===== src/rtl/seven_seg_pkg.sv =====
// Shared types and helpers for the seven-segment capture path.
// Holds the select decoder and the hex glyph table.
package seven_seg_pkg;

    localparam int unsigned SEG_W          = 8;
    localparam int unsigned DEF_NUM_DIGITS = 8;
    localparam int unsigned MAX_SEL        = 32;
    localparam int unsigned IDX_W          = 6;

    typedef struct packed {
        logic             valid;
        logic             multi;
        logic [IDX_W-1:0] index;
    } onehot_dec_t;

    // valid: exactly one bit set; multi: two or more; index: lowest set bit.
    function automatic onehot_dec_t onehot_to_index(input logic [MAX_SEL-1:0] sel);
        onehot_dec_t dec;
        logic        found;
        dec   = '0;
        found = 1'b0;
        for (int i = 0; i < MAX_SEL; i++) begin
            if (sel[i]) begin
                if (found) begin
                    dec.multi = 1'b1;
                end else begin
                    dec.index = IDX_W'(i);
                    found     = 1'b1;
                end
            end
        end
        dec.valid = found & ~dec.multi;
        return dec;
    endfunction

    // Active-low segments {dp,g,f,e,d,c,b,a}, decimal point off.
    function automatic logic [SEG_W-1:0] seg_encode(input logic [3:0] value);
        logic [SEG_W-1:0] pattern;
        case (value)
            4'h0: pattern = 8'hC0;
            4'h1: pattern = 8'hF9;
            4'h2: pattern = 8'hA4;
            4'h3: pattern = 8'hB0;
            4'h4: pattern = 8'h99;
            4'h5: pattern = 8'h92;
            4'h6: pattern = 8'h82;
            4'h7: pattern = 8'hF8;
            4'h8: pattern = 8'h80;
            4'h9: pattern = 8'h90;
            4'hA: pattern = 8'h88;
            4'hB: pattern = 8'h83;
            4'hC: pattern = 8'hC6;
            4'hD: pattern = 8'hA1;
            4'hE: pattern = 8'h86;
            default: pattern = 8'h8E;
        endcase
        return pattern;
    endfunction

endpackage


===== src/rtl/seven_seg_demux_seg_sample_filter.sv =====
// Samples the scanned bus and counts how long the sample has stayed unchanged.
// capture is high for exactly one cycle per stable window of SETTLE samples.
module seg_sample_filter
    import seven_seg_pkg::*;
#(
    parameter int unsigned NUM_DIGITS = DEF_NUM_DIGITS,
    parameter int unsigned SETTLE     = 1
) (
    input  logic                  clk,
    input  logic                  rst,
    input  logic [SEG_W-1:0]      seg_in,
    input  logic [NUM_DIGITS-1:0] seg_sel_in,
    output logic [SEG_W-1:0]      sample_seg,
    output logic [NUM_DIGITS-1:0] sample_sel,
    output logic                  capture
);

    localparam int unsigned    RUN_W   = $clog2(SETTLE + 2);
    localparam logic [RUN_W-1:0] RUN_MAX = RUN_W'(SETTLE + 1);
    localparam logic [RUN_W-1:0] RUN_CAP = RUN_W'(SETTLE);

    logic [RUN_W-1:0]      run;
    logic [NUM_DIGITS-1:0] sel_active;

    assign sel_active = ~seg_sel_in;

    // Saturating one past SETTLE keeps capture from re-firing on a long hold.
    always_ff @(posedge clk) begin
        if (rst) begin
            sample_seg <= '0;
            sample_sel <= '0;
            run        <= '0;
        end else begin
            sample_seg <= seg_in;
            sample_sel <= sel_active;
            if (seg_in == sample_seg && sel_active == sample_sel) begin
                if (run != RUN_MAX) begin
                    run <= run + 1'b1;
                end
            end else begin
                run <= RUN_W'(1);
            end
        end
    end

    assign capture = (run == RUN_CAP);

endmodule


===== src/rtl/seven_seg_demux.sv =====
// Receive side of a multiplexed seven-segment bus: rebuilds per-digit patterns
// and flags completed scan frames and malformed selects.
module seven_seg_demux
    import seven_seg_pkg::*;
#(
    parameter int unsigned NUM_DIGITS = DEF_NUM_DIGITS,
    parameter int unsigned SETTLE     = 1
) (
    input  logic                        clk,
    input  logic                        rst,
    input  logic [SEG_W-1:0]            seg_in,
    input  logic [NUM_DIGITS-1:0]       seg_sel_in,
    output logic [SEG_W*NUM_DIGITS-1:0] digits,
    output logic [NUM_DIGITS-1:0]       digit_valid,
    output logic                        frame_valid,
    output logic                        sel_error
);

    localparam int unsigned DIG_IDX_W = (NUM_DIGITS > 1) ? $clog2(NUM_DIGITS) : 1;
    localparam logic [NUM_DIGITS-1:0] ALL_SEEN = '1;

    logic [SEG_W-1:0]      sample_seg;
    logic [NUM_DIGITS-1:0] sample_sel;
    logic                  capture;
    onehot_dec_t           dec;
    logic                  in_range;
    logic [SEG_W-1:0]      bank [NUM_DIGITS];
    logic [NUM_DIGITS-1:0] seen;

    seg_sample_filter #(
        .NUM_DIGITS (NUM_DIGITS),
        .SETTLE     (SETTLE)
    ) u_filter (
        .clk        (clk),
        .rst        (rst),
        .seg_in     (seg_in),
        .seg_sel_in (seg_sel_in),
        .sample_seg (sample_seg),
        .sample_sel (sample_sel),
        .capture    (capture)
    );

    assign dec      = onehot_to_index(MAX_SEL'(sample_sel));
    assign in_range = (dec.index < IDX_W'(NUM_DIGITS));

    always_ff @(posedge clk) begin
        if (rst) begin
            for (int i = 0; i < NUM_DIGITS; i++) begin
                bank[i] <= '0;
            end
            digit_valid <= '0;
            seen        <= '0;
            frame_valid <= 1'b0;
            sel_error   <= 1'b0;
        end else begin
            frame_valid <= 1'b0;
            sel_error   <= 1'b0;
            if (capture) begin
                if (dec.multi) begin
                    // Ambiguous select corrupts the frame in progress.
                    sel_error <= 1'b1;
                    seen      <= '0;
                end else if (dec.valid && in_range) begin
                    bank[dec.index[DIG_IDX_W-1:0]] <= sample_seg;
                    digit_valid <= digit_valid | sample_sel;
                    if ((seen | sample_sel) == ALL_SEEN) begin
                        frame_valid <= 1'b1;
                        seen        <= '0;
                    end else begin
                        seen <= seen | sample_sel;
                    end
                end
            end
        end
    end

    for (genvar g = 0; g < NUM_DIGITS; g++) begin : g_digits
        assign digits[SEG_W*g +: SEG_W] = bank[g];
    end

endmodule


===== config.mk =====
export PLATFORM = sky130hd
export DESIGN_NAME = seven_seg_demux
export DESIGN_NICKNAME = d
export VERILOG_FILES = /design/src/rtl/seven_seg_pkg.sv /design/src/rtl/seven_seg_demux_seg_sample_filter.sv /design/src/rtl/seven_seg_demux.sv
export SDC_FILE = /design/constraint.sdc
export NUM_CORES = 1
export LEC_CHECK = 0
export BUFFER_PORTS_ARGS = -buffer_cell sky130_fd_sc_hd__buf_4
export CAP_MARGIN = 20
export CORE_MARGIN = 2
export CORE_UTILIZATION = 53
export DETAILED_ROUTE_END_ITERATION = 12
export GPL_ROUTABILITY_DRIVEN = 0
export GPL_TIMING_DRIVEN = 0
export PLACE_DENSITY = 0.79
export SYNTH_ARGS = -nofsm -noshare
export SYNTH_HDL_FRONTEND = slang
export SYNTH_SLANG_ARGS = --single-unit

===== constraint.sdc =====
create_clock -name clk -period 3.5 [get_ports clk]
set_clock_uncertainty 0.05 [all_clocks]
set_input_delay 0.7 -clock clk [delete_from_list [all_inputs] [get_ports clk]]
set_output_delay 0.7 -clock clk [all_outputs]
set_load 0.01 [all_outputs]

==> impl_metrics.yaml <==
timing:
  tns_ns: 0
  slew-limit-headroom: 0.303
  rsz0062_at_grt: "no"
  drv_slew: 0
  layout_min_cycle_time_ns: 2.96
  min_period_over_period: 0.847
  finalSetupViolCount: 0
  setup_ws_ns: 0.535
  fmax_mhz: 337
  holdWs_ns: 0.408
  worst_slew_pin_slew_ns: 1.03
  hold_viol_final: 0
logic_synthesis:
  synth_seq_cells: 100
  syn_area_sq_mm: 0.00403
  synth_enable_flop_cells: 64
  synthFlopType: "edfxtp_1"
  syn-instance-count: 339
  synth_top_family_by_area: "simple AND/OR/NAND/NOR gates"
  seq_area_frac_synth: 0.656
  synth_fp_nets: 359
  yosys.area_share.simple: 0.188
  synthAdderAreaFrac: 0.00622
  avgSynthCellArea_sq_um: 11.9
  synth_mux_area_frac: 0.00249
  yosysWarnings: 0
  synth_compound_area_frac: 0.0758
  synth-xor-area-share: 0.0413
  ys_types: 43
  synthArstFlopShare: 0
clocking:
  cts.sinks: 100
  cts_tree: "yes"
  clkLatencyLatePin_ns: 0.37
  cts_made_buffers: 9
  cts_max_path_buffers: 2
  hold_buffers: 0
  clk_pin_slew_ns: 0.10
  clock-root-buffer: "clkbuf_8"
  cts_resized: 0
  htreeDepth: 3
  cts_setup_buffers: 0
global_route:
  grt_start_max_net_pins: 18
  grt_pass1_wl_um: 13200
  grt_pass1_vias: 2672
  antenna_found_initial: 0
  grt-ovfl-total: 0
  grt.total_usage: 0.206
die:
  num_rows: 31
  start_util: 0.552
  io_pins: 92
  die-height_um: 91.2
  coreArea_sq_mm: 0.00729
  dieArea_sq_mm: 0.00831
  die_w_um: 91.2
pwr:
  power_w: 0.00236
  power_density_mw_per_mm2: 467
  peakVddDrop_mv: 0.282
  leakagePower_nw: 2.09
routing:
  firstDrtPassIters: 5
  drt-vias-per-instance: 5.29
  ant_nets: 0
  drc: 0
  routed_wl_um: 8280
  wl_per_cell_um: 15.2
  num_vias: 2883
  drtIter0Drc: 182
place:
  post-place-ws_ns: 0.590
  hpwl_um: 5830
  io_buffers: 91
worst_setup_path:
  path_max_fanout: 10
  worstReg2RegStart: "u_filter.sample_sel[4]"
  slowest_delay_ns: 0.83
  end_kind: "flip-flop"
  crit_buf_inv: 2
  cp.required_ns: 3.45
  path_delay_family: "simple AND/OR/NAND/NOR gates"
  slowest_stage: "o21ai_0"
  critical_path_class: "flip-flop to flip-flop"
  worstSetupStartpointType: "flip-flop"
  cp_cell_sequence: "buf_4 -> nor2_1 -> nand2_1 -> or4b_2 -> clkbuf_1 -> o21ai_0"
  cp.arrival_ns: 2.91
  startpoint: "u_filter.sample_sel[4]"
run_status:
  status: "completed"
finish:
  finish.net_count: 461
  drive_gt1_frac: 0.274
  diodes: 0
  area_growth_pct: 25.7
worst_hold_path:
  hp-start: "digit_valid[2]"
  hold_class: "flip-flop to flip-flop"
flow_run:
  cap_violations: 0
## synthesized netlist by cell type (8+ instances only)
master	number	area, sq um
a31oi_1	8	50.1
and2_1	32	200
clkbuf_1	9	33.8
dfxtp_1	36	721
edfxtp_1	64	1920
nand2_1	16	60.1
nor2_1	64	240
nor2b_1	11	68.8
o21ai_0	10	50.1
xnor2_1	9	78.8
xor2_1	10	87.6
## sequential cells by signal, indices dropped and copies added, names as in the netlist
name,cells
sel_error,1
u_filter.run,2
frame_valid,1
bank,64
seen,8
u_filter.sample_sel,8
u_filter.sample_seg,8
digit_valid,8
## through the flow
stage,instance area [sq um],utilization,instances
finish,5060,0.694,545
global route,5060,0.694,545
detailed placement,4830,0.663,529
floorplan,4030,-,339
global placement,4830,0.663,529
CTS,5060,0.694,545
## power breakdown
group	internal, W	switching (W)	leakage (nW)
Combinational	0.0000958	0.000125	0.998
Clock	0.000426	0.000402	0.110
Sequential	0.00129	0.0000240	0.983
Total	0.00181	0.000551	2.09
## cell type report
cell class	instances	area (sq um)
plain buffers	18	101
clock buffers	11	141
clock inverters	5	85.1
fillers	576	2230
inverters	5	18.8
multi-input cells	216	1260
flip-flops and latches	100	2640
well taps	99	124
repair buffers	91	683
## cell usage in the layout (no fill, tap or decap), types with 5 or more instances in the layout
master | Yosys | final
a21oi_1 | 5 | 5
a31oi_1 | 8 | 8
and2_1 | 32 | 32
buf_4 | 2 | 93
clkbuf_1 | 9 | 10
clkbuf_8 | 0 | 10
dfxtp_1 | 36 | 36
edfxtp_1 | 64 | 64
inv_1 | 5 | 5
nand2_1 | 16 | 16
nor2_1 | 64 | 64
nor2b_1 | 11 | 11
nor3_1 | 5 | 5
nor4_1 | 5 | 5
o21ai_0 | 10 | 10
o22ai_1 | 5 | 5
xnor2_1 | 9 | 9
xor2_1 | 10 | 10
## final timing paths
path | endpoint | slack (ns) | cells after the start
setup / recovery | bank[1][3] | 0.54 | 6
setup reg to reg | bank[1][3] | 0.54 | 6
hold reg to reg | digit_valid[2] | 0.41 | 1
hold / removal | digit_valid[2] | 0.41 | 1
## worst reg2reg max path, cell delays in order, from the launching register on
cell and delay [ns]:
dfxtp_1 0.32, buf_4 0.17, nor2_1 0.19, nand2_1 0.14, or4b_2 0.66, clkbuf_1 0.23
o21ai_0 0.83
## layer usage
layer	wire, um	GRT usage	up-vias
li1	-	-	1380
met1	3460	0.261	1374
met2	4100	0.351	116
met3	583	0.0382	13
met4	131	0.0795	0
met5	0	0	-
## kinds of logic (layout without fill, tap and decap cells)
kind of cell | Yosys count | in the layout
simple gates | 151 | 151
flops | 100 | 100
compound gates | 43 | 43
buf+inv | 23 | 130
xor+xnor | 19 | 19
fa+ha+maj | 2 | 2
mux | 1 | 1
(Power assumes the default switching activity.)
